<file path="src/rtl/alu_sched.sv">
// Two-requester round-robin scheduler in front of a shared combinational ALU.
// Sequences one operation at a time and expands FDIV into invf(b) then mulf(a, 1/b).
module alu_sched (
    input  logic        clk,
    input  logic        reset_n,
    input  logic        req0_valid,
    output logic        req0_ready,
    input  logic [4:0]  req0_op,
    input  logic [15:0] req0_a,
    input  logic [15:0] req0_b,
    input  logic        req1_valid,
    output logic        req1_ready,
    input  logic [4:0]  req1_op,
    input  logic [15:0] req1_a,
    input  logic [15:0] req1_b,
    output logic        rsp_valid,
    input  logic        rsp_ready,
    output logic        rsp_id,
    output logic [15:0] rsp_data,
    output logic [4:0]  alu_op,
    output logic [15:0] alu_in1,
    output logic [15:0] alu_in2,
    input  logic [15:0] alu_result
);

    // state | meaning
    // IDLE  | arbitrate and accept one request
    // EXEC  | single ALU pass with the latched op
    // DIV1  | FDIV pass 1: invf(b) into tmp
    // DIV2  | FDIV pass 2: mulf(a, tmp)
    // RESP  | hold result until the consumer takes it
    typedef enum logic [2:0] {IDLE, EXEC, DIV1, DIV2, RESP} state_t;

    localparam logic [4:0] FDIV_OP = 5'b10000;
    localparam logic [4:0] OP_INVF = 5'b00001;
    localparam logic [4:0] OP_MULF = 5'b00011;

    state_t      state_q, state_d;
    logic [4:0]  op_q, op_d;
    logic [15:0] a_q, a_d;
    logic [15:0] b_q, b_d;
    logic [15:0] tmp_q, tmp_d;
    logic [15:0] rsp_data_q, rsp_data_d;
    logic        id_q, id_d;
    logic        last_grant_q, last_grant_d;
    logic        grant_sel;

    // With both valid, the requester not granted last wins; otherwise whoever is valid.
    always_comb begin
        grant_sel = (req0_valid && req1_valid) ? ~last_grant_q : req1_valid;
    end

    always_comb begin
        state_d      = state_q;
        op_d         = op_q;
        a_d          = a_q;
        b_d          = b_q;
        tmp_d        = tmp_q;
        rsp_data_d   = rsp_data_q;
        id_d         = id_q;
        last_grant_d = last_grant_q;
        req0_ready   = 1'b0;
        req1_ready   = 1'b0;
        alu_op       = 5'd0;
        alu_in1      = 16'd0;
        alu_in2      = 16'd0;

        case (state_q)
            IDLE: begin
                if (reset_n && (req0_valid || req1_valid)) begin
                    req0_ready   = ~grant_sel;
                    req1_ready   = grant_sel;
                    op_d         = grant_sel ? req1_op : req0_op;
                    a_d          = grant_sel ? req1_a  : req0_a;
                    b_d          = grant_sel ? req1_b  : req0_b;
                    id_d         = grant_sel;
                    last_grant_d = grant_sel;
                    state_d      = (op_d == FDIV_OP) ? DIV1 : EXEC;
                end
            end
            EXEC: begin
                alu_op     = op_q;
                alu_in1    = a_q;
                alu_in2    = b_q;
                rsp_data_d = alu_result;
                state_d    = RESP;
            end
            DIV1: begin
                alu_op  = OP_INVF;
                alu_in1 = b_q;
                tmp_d   = alu_result;
                state_d = DIV2;
            end
            DIV2: begin
                alu_op     = OP_MULF;
                alu_in1    = a_q;
                alu_in2    = tmp_q;
                rsp_data_d = alu_result;
                state_d    = RESP;
            end
            RESP: begin
                if (rsp_ready) begin
                    state_d = IDLE;
                end
            end
            default: state_d = IDLE;
        endcase
    end

    always_ff @(posedge clk) begin
        if (!reset_n) begin
            state_q      <= IDLE;
            op_q         <= 5'd0;
            a_q          <= 16'd0;
            b_q          <= 16'd0;
            tmp_q        <= 16'd0;
            rsp_data_q   <= 16'd0;
            id_q         <= 1'b0;
            last_grant_q <= 1'b1;
        end else begin
            state_q      <= state_d;
            op_q         <= op_d;
            a_q          <= a_d;
            b_q          <= b_d;
            tmp_q        <= tmp_d;
            rsp_data_q   <= rsp_data_d;
            id_q         <= id_d;
            last_grant_q <= last_grant_d;
        end
    end

    assign rsp_valid = (state_q == RESP);
    assign rsp_id    = id_q;
    assign rsp_data  = rsp_data_q;

endmodule

</file>
<file path="config.mk">
export PLATFORM = sky130hd
export DESIGN_NAME = alu_sched
export DESIGN_NICKNAME = d
export VERILOG_FILES = /design/src/rtl/alu_sched.sv
export SDC_FILE = /design/constraint.sdc
export NUM_CORES = 1
export LEC_CHECK = 0
export ABC_AREA = 1
export BUFFER_PORTS_ARGS = -buffer_cell sky130_fd_sc_hd__clkbuf_2
export CAP_MARGIN = 20
export CORE_ASPECT_RATIO = 1.2
export CORE_MARGIN = 3
export CORE_UTILIZATION = 47
export DETAILED_ROUTE_END_ITERATION = 12
export GPL_TIMING_DRIVEN = 1
export MAX_ROUTING_LAYER = met4
export PLACE_DENSITY = 0.8
export SETUP_SLACK_MARGIN = 0.4
export SYNTH_ARGS = -nofsm -noshare
export SYNTH_HDL_FRONTEND = slang
export SYNTH_SLANG_ARGS = --single-unit
</file>
<file path="constraint.sdc">
create_clock -name clk -period 2.5 [get_ports clk]
set_clock_uncertainty 0.2 [all_clocks]
set_input_delay 0.75 -clock clk [delete_from_list [all_inputs] [get_ports clk]]
set_output_delay 0.75 -clock clk [all_outputs]
set_load 0.02 [all_outputs]
</file>
==> impl_summary.md, run 1 <==
Setup path
STA classifies the critical path endpoint as a primary output. In this run the register-to-register setup slack is approximately 0.48 ns. The startpoint identified for the worst register-to-register timing path is state_q[2]. The data arrival time at the worst-slack endpoint is about 1.5 ns.

Measured in cells, the most critical reg-to-reg path has a length of 9. The largest individual stage delay along the critical path comes from the cell sky130_fd_sc_hd__dfxtp_4. The start-to-end type of the worst setup path is reg2out.

The beginning of the critical path is state_q[2]. The top fanout value on the critical path is 4. Walking the worst path, the cells encountered are buf_4 > nor3_4 > nand2_4 > a21oi_4 > buf_8.

The endpoint required time on the critical path is between 1.5 and 2 ns. The kind of start point of the critical path is a flip-flop. The delay of the slowest cell on the worst path is around 0.36 ns.

STA
The count of final max-slew check failures is 0. The worst path meets setup with ~0.027 ns of slack. The final critical-path required period is ~2.5 ns. The final critical path takes up between 90% and 100% of the cycle. Summed over all failing endpoints, the final setup total negative slack is 0 ns. The headroom to the max-slew limit is 74.1%.

Setup repair after global routing could not meet its margin everywhere. For the pin with the worst max-slew slack, the measured transition is between 0.3 and 0.4 ns. The final count of hold timing violations is 0.

The highest achievable clock rate is 404 MHz. Setup violations remaining at the end of the flow were counted as 0. Final hold analysis gives a worst-case slack of ~0.30 ns.

Detailed routing
The vias per cell is around 5.3. The number of optimization iterations in the first detailed-route pass is 5. The detailed router finished its first iteration with around 240 violations. The count of nets left with antenna violations once routing finished came out at 0. After detailed routing, the average wire length per cell comes to 15.8 um. For this block, the via count after detailed routing is 3854. The DRC violation count after routing is 0. The wire length reported by the detailed router is 11.4 mm.

Hold path
In this run the worst hold path is classified as reg2reg. The worst hold path was traced through 2 stages. The worst hold path begins at b_q[5].

Layout
The post-synthesis to final-layout area growth is 58.0%. At the end of the flow, the number of nets in the layout was about 730. In the layout the commonest cells are 130 x sky130_fd_sc_hd__nand2_1, 111 x sky130_fd_sc_hd__clkbuf_2, 71 x sky130_fd_sc_hd__dfxtp_1.

The proportion of layout cells with a drive suffix above 1 is 39.6%. The number of antenna cells inserted is 0. The commonest non-fill, non-tap cell in the layout is sky130_fd_sc_hd__nand2_1.

Logic synthesis
The instance count of the mapped netlist is 470. The register bit count reported by yosys is 74. Counting every net in the synthesized netlist gives 565.

The number of unique standard cell types used by synthesis is 26. A synthesized cell averages approximately 7 sq um. The area share of xor/xnor cells in the synthesized design is 0%. The portion of netlist area occupied by mux cells is 0%. The fraction of the mapped netlist area in compound gates is a little over a fifth.

Yosys printed 0 warnings. The synthesized netlist devotes 0% of its cell area to adder and majority cells. The simple-gate area share of the yosys netlist is a little under a quarter.

The combinational family with the most area after synthesis is simple AND/OR/NAND/NOR gates. The cell area after synthesis is ~0.0033 sq mm. For this run, the register share of the synthesized area comes to between 40 and 50%.

Floorplanning
The die covers around 0.0081 sq mm. The die is 97.7 um tall. between 150 and 200 I/O pins were placed. Once the floorplan was initialized, standard cells occupied between 40 and 50% of the core.

The die is 82.4 um wide. The row count is 32. The floorplan core area is between 0.006 and 0.007 sq mm.

Clocking
In this run the clock root is driven by a sky130_fd_sc_hd__clkbuf_8. The number of clock buffers added by TritonCTS is 9. The longest clock path from root to sink contains 2 buffers. The total clock sinks is 74. The clock tree from TritonCTS is yes. After clock tree synthesis, the clock-pin slew on the worst setup and hold paths is 0.07 ns. The worst-skew pair later-pin latency is between 0.3 and 0.4 ns.

CTS built an H-tree with a depth of 3.

Place
At the placement stage, the worst setup path has a slack of about 0.088 ns. Once detailed placement completed, the half-perimeter wirelength came to approximately 7.9 mm. The weighted congestion at the end of routability-driven global placement is 0.901.

During placement, the flow inserted port buffers numbering approximately 150.

Global routing
The combined global-route utilization of all metal layers is between 20 and 30%. The maximum number of pins on one net before global-route repair is 39. The overflow left after global routing is 0. The number of global-route vias before repair is roughly 3700. The first global-routing pass estimated 17.5 mm of wire. The number of antenna violations at the first check in global routing is 0.

Power and ir drop
The total power divided by cell area is roughly 640 mW/mm^2. IR analysis of the VDD net gives a maximum drop of just over 0.0004 V. The static leakage is 2.17 nW.

Flow run
The max-cap check violation count is 0.

Run status
The run finished with clean final reports.
[where the power goes]
part           total (mW)  switching (mW)  internal [mW]  leakage, nW
clock               0.883           0.429          0.454       0.0958
sequential           1.38          0.0713           1.31        0.607
combinational        1.07           0.636          0.437         1.46
[critical path: cells and delay by family, from the launching register on]
kind                   cells  cell delay [ns]
AOI/OAI and AO/OA          1             0.16
buffers and inverters      2             0.28
DFF                        1             0.36
and+or+nand+nor            2             0.38
[cell families after synthesis]
family          count (synthesis)
simple gates                  194
compound gates                125
buf+inv                        77
flops                          74
[registers in the layout (all words and copies together), names as in the netlist]
name	count
rsp_id	1
state_q	3
last_grant_q	1
op_q	5
b_q	16
tmp_q	16
a_q	16
rsp_data	16
[area by class of cell]
class	count	area, sq um
multi-input combinational	320	1890
sequential	74	1490
fill	452	1400
timing repair buffer	179	1350
inverter	48	183
clock buffer	10	128
tap	85	106
clock inverter	6	57.6
[per-layer routing]
metal	track usage, %	up-vias	wire length (um)	share of wire, %
li1	-	1860	-	-
met1	32.7	1779	4370	38
met2	49.1	190	6090	53
met3	3.71	25	711	6.2
met4	12.8	0	265	2.3
met5	-	-	0	0
[synthesized netlist by cell type]
library cell | n | area (sq um)
sky130_fd_sc_hd__nand2_2 | 1 | 6.26
sky130_fd_sc_hd__o21bai_1 | 1 | 7.51
sky130_fd_sc_hd__a31oi_1 | 32 | 200
sky130_fd_sc_hd__a21oi_4 | 1 | 16.3
sky130_fd_sc_hd__o22ai_1 | 16 | 100
sky130_fd_sc_hd__dfxtp_1 | 74 | 1480
sky130_fd_sc_hd__buf_4 | 4 | 30.0
sky130_fd_sc_hd__buf_6 | 3 | 33.8
sky130_fd_sc_hd__nor3_4 | 1 | 16.3
sky130_fd_sc_hd__o21ai_0 | 54 | 270
sky130_fd_sc_hd__nor3_1 | 1 | 5.00
sky130_fd_sc_hd__buf_1 | 1 | 3.75
sky130_fd_sc_hd__a21oi_1 | 19 | 95.1
sky130_fd_sc_hd__nand2_1 | 134 | 503
sky130_fd_sc_hd__nand2_4 | 1 | 11.3
sky130_fd_sc_hd__nor2_2 | 2 | 12.5
sky130_fd_sc_hd__inv_2 | 2 | 7.51
sky130_fd_sc_hd__nand3b_1 | 2 | 15.0
sky130_fd_sc_hd__o21ai_1 | 1 | 5.00
sky130_fd_sc_hd__clkbuf_1 | 19 | 71.3
sky130_fd_sc_hd__o31ai_1 | 1 | 7.51
sky130_fd_sc_hd__inv_1 | 46 | 173
sky130_fd_sc_hd__nor2_4 | 1 | 11.3
sky130_fd_sc_hd__nor2_1 | 43 | 161
sky130_fd_sc_hd__nand3_1 | 8 | 40.0
sky130_fd_sc_hd__buf_2 | 2 | 10.0
[through the flow]
stage / area (sq um) / util (%) / total power [mW] / std cells
2_1_floorplan: 3700 / - / 1.99 / 470
3_3_place_gp: 4470 / 67.6 / 2.23 / 691
4_1_cts: 5050 / 76.5 / 3.28 / 720
5_1_grt: 5200 / 78.8 / 3.48 / 722
6_report: 5200 / 78.8 / 3.34 / 722
3_5_place_dp: 4470 / 67.6 / 2.25 / 691
[what timing repair did]
action | CTS | global route
resized for setup | 59 | 71
hold buffers | 0 | 0
pin swaps | 7 | 7
setup buffers | 11 | 2
endpoints found under the setup margin | 40 | 52
gates cloned | 2 | 0
[path summary, 6_finish.rpt]
kind | endpoint
setup / recovery | req0_ready
hold / removal | b_q[5]
setup reg to reg | a_q[1]
hold reg to reg | b_q[5]
Power figures use the tool's default switching activity.
==> run 2, diff against run 1 <==
Settings changed: BUFFER_PORTS_ARGS -buffer_cell sky130_fd_sc_hd__clkbuf_2 to default, CORE_UTILIZATION 47 to 50, DONT_BUFFER_PORTS from default to 1, PLACE_DENSITY 0.8 to default.
==> impl_summary.md, run 2 (same netlist as run 1, synthesis figures left out) <==
Run status
The run finished with clean final reports.

Floorplanning
The vertical die dimension is 94.9 um (-2.9%). The starting density of the core came to 53.1% (+3.2 points). The x dimension of the die is 80.1 um (-2.8%). The floorplan core area is 0.00621 sq mm (-6.1%). The number of I/O pins is 152 (unchanged).

The area enclosed by the die boundary was 0.00760 sq mm (-5.6%). The row count is 31 (-3.1%).

Hold path
The min-delay analysis places its worst path in the category in2reg.

Power and ir drop
The maximum vdd drop came to 0.000437 V (+6.1%). The combinational share of power is 26.0% (-6.2 points). The total power divided by cell area is 729 mW/mm^2 (+14%). The proportion of total power due to net switching is 34.6% (+0.54 points).

The cell-internal power is 2.10 mW (-4.5%). The static leakage is 1.62 nW (-25%). The switching power total is 1.11 mW (-2.2%). The clock network power share is 28.5% (+2.0 points). The relative contribution of sequential cells to total power came to 45.4% (+4.0 points).

Setup path
The sort of element at the end of the critical path is a primary output. The gate family responsible for the most delay along the worst path is flip-flops. The top fanout value on the critical path was 6 (+2).

The kind of start point of the critical path is a flip-flop. The slowest stage of the critical path belongs to the cell sky130_fd_sc_hd__dfxtp_4. The data arrival time at the worst-slack endpoint is 1.47 ns (-0.05 ns).

The endpoint required time on the critical path is 1.55 ns (about the same). The delay of the slowest cell on the worst path is 0.36 ns (about the same). The signal on the critical path passes through inv_4 > nor2_4 > buf_6 > nand2_8 > buf_12 > o22ai_4. The number of buffer and inverter instances along the worst setup path came to 3 (+1).

The start-to-end type of the worst setup path is reg2out.

STA
The final count of hold timing violations is 0 (unchanged). The count of final max-slew check failures is 0 (unchanged). The final critical-path required period was 2.42 ns (-0.0551 ns). The setup TNS after final layout is 0 ns (unchanged). The transition time of the tightest slew-check pin is 0.421 ns (+0.0326 ns).

The worst-case hold slack was 0.277 ns (-0.0193 ns). The portion of the clock cycle consumed by the worst path in the final layout was 96.7% (-2.2 points). The total of endpoints with negative setup slack in the final report is 0 (unchanged).

The highest achievable clock rate was 414 MHz (+2.3%). The headroom to the max-slew limit came to 71.9% (-2.2 points). Setup repair after global routing could not meet its margin everywhere.

Layout
The final cell utilization of the core is 70.9% (-7.8 points). The commonest non-fill, non-tap cell in the layout is sky130_fd_sc_hd__nand2_1. Relative to the synthesized area, the layout overhead comes to 33.6%. The final-stage net count is 579 (-20%).

The top cell types in the final layout, fill and taps aside, are 121 x sky130_fd_sc_hd__nand2_1, 71 x sky130_fd_sc_hd__dfxtp_1, 43 x sky130_fd_sc_hd__inv_1. The number of antenna cells inserted was 0 (unchanged). The proportion of layout cells with a drive suffix above 1 is 23.5% (-16 points).

Global routing
The number of global-route vias before repair is 3081 (-17%). The combined global-route utilization of all metal layers is 28.1% (-0.71 points). The maximum number of pins on one net before global-route repair is 43 (+10%). The wire length of the first global-routing pass is 15.8 mm (-9.7%). The number of antenna violations at the first check in global routing is 0 (unchanged). The overflow left after global routing is 0 (unchanged).

Detailed routing
The wire length reported by the detailed router is 10.2 mm (-11%). The number of vias after detailed routing came to 3141 (-19%). The average detailed-routed wire length per instance is 17.8 um (+12%). The DRC violation count after routing is 0 (unchanged). The remaining number of nets flagged by the antenna check after routing is 0 (unchanged).

The vias per cell came to 5.50 (+3.1%). The number of design-rule violations left by the first detailed-router iteration is 131 (-44%). The number of optimization iterations in the first detailed-route pass came to 4 (-1).

Clocking
The tree is rooted in a sky130_fd_sc_hd__clkbuf_8. The worst-skew pair later-pin latency is 0.34 ns (about the same). The clock-pin slew of the registers on the worst-case setup and hold paths is 0.07 ns (about the same). TritonCTS built the clock tree. The maximum count of clock buffers along a single path was 2 (unchanged).

The total clock sinks came to 74 (unchanged). The number of buffers created by CTS is 9 (unchanged). The H-tree level count is 3 (unchanged).

Place
The count of buffers inserted at the top-level ports is 0 (-100%). The final HPWL from detailed placement came to 7.03 mm (-11%). The weighted congestion at the end of routability-driven global placement is 0.805 (-11%).

Flow run
The max-cap check violation count is 0 (unchanged).
## run 2: final cells by class
type                            count  area [sq um]
Tap cell                           82           103
Sequential cell                    74          1490
Clock inverter                      6          66.3
Timing Repair Buffer               32           385
Multi-Input combinational cell    319          2050
Clock buffer                       10           128
Inverter                           48           183
Fill cell                         501          1800
## run 2: worst paths after layout
path / from / end / slack [ns] / cells after the start
setup / recovery: state_q[0] / alu_in2[9] / 0.08 / 6
hold reg to reg: tmp_q[15] / tmp_q[15] / 0.28 / 2
setup reg to reg: state_q[0] / a_q[3] / 0.55 / 7
hold / removal: reset_n / last_grant_q / 0.28 / 1
## run 2: through the flow
step / setup WS, ns / power (mW) / instances / area (sq um)
after global placement: 0.301 / 2.09 / 539 / 3750
after floorplan: 0.0731 / 1.99 / 470 / 3700
after detailed placement: 0.268 / 2.10 / 539 / 3750
after global routing: 0.00385 / 3.37 / 571 / 4400
final: 0.0817 / 3.21 / 571 / 4400
after CTS: 0.0641 / 3.19 / 570 / 4350
## run 2: worst reg2reg max path, stage by stage, from the launching register on
cell and delay [ns]:
sky130_fd_sc_hd__dfxtp_4 0.36, sky130_fd_sc_hd__buf_4 0.15, sky130_fd_sc_hd__nor3_4 0.25, sky130_fd_sc_hd__nand2_4 0.11, sky130_fd_sc_hd__a21oi_4 0.23, sky130_fd_sc_hd__buf_6 0.29, sky130_fd_sc_hd__nand2_1 0.12, sky130_fd_sc_hd__a31oi_1 0.15
## run 2: layer usage
layer  share of wire (%)  GRT usage [%]  wire [um]
met2                  51           46.3       5160
met5                   0              -          0
met3                 8.7           7.16        887
met1                  39           33.3       3920
met4                 1.8           9.72        185
## run 2: repair_timing
| action | CTS | global route |
|---|---|---|
| resized for setup | 54 | 11 |
| endpoints found under the setup margin | 40 | 56 |
| hold endpoints to repair | 0 | 0 |
| pin swaps | 6 | 5 |
| buffers inserted | 13 | 1 |
| cloned | 2 | 0 |
| hold buffers | 0 | 0 |
## run 2: power groups by stage
stage / Sequential, mW / Combinational [mW] / Clock, mW
2_1_floorplan: 1.46 / 0.537 / 0
3_3_place_gp: 1.48 / 0.608 / 0
3_5_place_dp: 1.48 / 0.619 / 0
4_1_cts: 1.46 / 0.805 / 0.926
5_1_grt: 1.47 / 0.916 / 0.980
6_report: 1.46 / 0.836 / 0.916
==> run 3, diff against run 2 <==
Settings changed: BUFFER_PORTS_ARGS from default to -buffer_cell sky130_fd_sc_hd__clkbuf_2, CORE_MARGIN 3 to default, CORE_UTILIZATION 50 to 48, CTS_BUF_LIST from default to sky130_fd_sc_hd__clkbuf_8, DONT_BUFFER_PORTS 1 to default, PLACE_DENSITY from default to 0.82.
==> impl_summary.md, run 3 (same netlist as run 1, synthesis figures left out) <==
Clocking
The clock-pin slew of the registers on the worst-case setup and hold paths is 0.07 ns (about the same). The worst-skew pair later-pin latency is 0.34 ns (about the same). The maximum count of clock buffers along a single path was 2 (unchanged).

The cts-stage hold buffer count is 0 (unchanged). The H-tree level count came to 3 (unchanged). The clock tree from TritonCTS is yes. The number of buffers created by CTS is 9 (unchanged).

The total clock sinks is 74 (unchanged). The cell at the root of the clock tree is sky130_fd_sc_hd__clkbuf_8.

Run status
The checks that failed: negative setup slack. The flow ran to the end, but the final reports show violations.

Flow run
The max-cap check violation count was 0 (unchanged).

STA
The final critical-path required period is 2.52 ns (+0.102 ns). The highest achievable clock rate is 397 MHz (-4.1%). The worst-case hold slack is 0.292 ns (+0.0147 ns). The transition time of the tightest slew-check pin is 0.405 ns (-0.0161 ns). The count of final max-slew check failures was 0 (unchanged). Setup repair after global routing could not meet its margin everywhere.

The headroom to the max-slew limit was 73.0% (+1.1 points). The worst setup slack after layout was -0.0205 ns (-0.102 ns). The total of endpoints with negative setup slack in the final report came to 8 (+8). The final count of hold timing violations is 0 (unchanged). The portion of the clock cycle consumed by the worst path in the final layout is 101% (+4.1 points). The setup TNS after final layout is -0.0909 ns (-0.0909 ns).

Floorplanning
The floorplan core area is 0.00653 sq mm (+5.2%). The number of I/O pins was 152 (unchanged). The row count was 32 (+3.2%). The x dimension of the die is 77.6 um (-3.1%). The starting density of the core was 50.5% (-2.6 points). The vertical die dimension is 92.8 um (-2.3%). The area enclosed by the die boundary is 0.00720 sq mm (-5.3%).

Detailed routing
The remaining number of nets flagged by the antenna check after routing came to 0 (unchanged). The vias per cell is 5.44 (-1.2%). The average detailed-routed wire length per instance was 16.4 um (-7.9%). The DRC violation count after routing is 0 (unchanged). The number of optimization iterations in the first detailed-route pass is 6 (+2).

The number of design-rule violations left by the first detailed-router iteration was 250 (+91%). The number of vias after detailed routing is 3946 (+26%). The wire length reported by the detailed router came to 11.9 mm (+17%).

Place
The count of buffers inserted at the top-level ports is 151 (+151). The weighted congestion at the end of routability-driven global placement came to 0.908 (+13%). The final HPWL from detailed placement is 7.27 mm (+3.5%).

Power and ir drop
The maximum vdd drop is 0.000478 V (+9.4%). The total power divided by cell area is 619 mW/mm^2 (-15%). The static leakage is 2.24 nW (+38%).

Hold path
The count of cells along the worst hold path is 2 (+1). The type of the tightest min-delay check is reg2reg.

Layout
The post-synthesis to final-layout area growth is 64.4%. The proportion of layout cells with a drive suffix above 1 is 41.7% (+18 points). The library cells used most frequently in the layout, excluding fill and tap cells, are 120 x sky130_fd_sc_hd__nand2_1, 112 x sky130_fd_sc_hd__clkbuf_2, 71 x sky130_fd_sc_hd__dfxtp_1. Leaving out fill and tap cells, the most frequent cell in the layout is sky130_fd_sc_hd__nand2_1. The final-stage net count is 732 (+26%). The number of antenna cells inserted came to 0 (unchanged).

Setup path
The sort of element at the end of the critical path is a primary output. The worst register-to-register path ends at b_q[14]. The critical path starts at state_q[2]. The most numerous cell on the critical path is sky130_fd_sc_hd__buf_12.

The delay of the slowest cell on the worst path is 0.38 ns (+0.02 ns). The worst reg-to-reg path cell count is 7 (unchanged). The termination of the worst setup path is alu_in2[8]. The kind of start point of the critical path is a flip-flop. The start-to-end type of the worst setup path is reg2out.

The top fanout value on the critical path is 8 (+2). The beginning of the worst register-to-register path is state_q[0]. The data arrival time at the worst-slack endpoint is 1.57 ns (+0.10 ns). The slowest cell on the critical path is sky130_fd_sc_hd__dfxtp_4. The endpoint required time on the critical path is 1.55 ns (about the same). The reg2reg setup slack is 0.62 ns (+0.07 ns). The critical path goes through nor2_4 > buf_12 > nand2_8 > buf_12 > o22ai_4 > buf_8.

Global routing
The overflow left after global routing is 0 (unchanged). The wire length of the first global-routing pass was 16.5 mm (+4.7%). The combined global-route utilization of all metal layers is 30.4% (+2.2 points). The maximum number of pins on one net before global-route repair is 49 (+14%).

The number of antenna violations at the first check in global routing is 0 (unchanged). The number of global-route vias before repair is 3563 (+16%).
## run 3: power breakdown
group / leakage, nW / switching (mW) / internal, mW
logic: 1.54 / 0.653 / 0.435
registers: 0.607 / 0.0761 / 1.31
clock network: 0.0963 / 0.431 / 0.450
total: 2.24 / 1.16 / 2.19
## run 3: per-stage QoR
step	worst slack (ns)	total power, mW	std cells	instance area (sq um)	utilization, %
after floorplan	0.0731	1.99	470	3700	-
after global placement	0.0790	2.23	688	4460	68.3
after detailed placement	0.0738	2.25	688	4460	68.3
after CTS	0.00534	3.21	715	4970	76.2
after global routing	-0.0884	3.50	726	5420	83.0
final	-0.0205	3.35	726	5420	83.0
## run 3: layout make-up
cell class | instances | area (sq um)
sequential | 74 | 1490
clock inverter | 6 | 60.1
timing repair buffer | 184 | 1440
inverter | 48 | 195
multi-input combinational | 320 | 2000
clock buffer | 9 | 124
fill | 404 | 1110
tap | 85 | 106
## run 3: metal layers
layer	wire (um)	GRT usage, %
met5	0	-
met4	447	13.7
met3	679	4.53
met2	6260	54.0
met1	4500	33.3
## run 3: repair_timing
action / CTS / global route
setup endpoints to repair: 40 / 40
pin swaps: 2 / 6
cloned: 1 / 2
gates resized for setup: 39 / 114
buffers inserted: 11 / 9
## run 3: worst max-delay path, delay by kind of cell (launching register included)
family	cells	cell delay [ns]
AO/OA/AOI/OAI	1	0.16
buffers and inverters	3	0.45
AND/OR/NAND/NOR	2	0.24
flip-flops	1	0.38
## run 3: worst min-delay path by stage
stage	endpoint	from	slack (ns)
2_1_floorplan	tmp_q[15]	tmp_q[15]	0.25
3_3_place_gp	tmp_q[15]	tmp_q[15]	0.26
3_5_place_dp	tmp_q[15]	tmp_q[15]	0.28
4_1_cts	b_q[7]	b_q[7]	0.29
5_1_grt	b_q[8]	b_q[8]	0.30
6_report	b_q[7]	b_q[7]	0.29
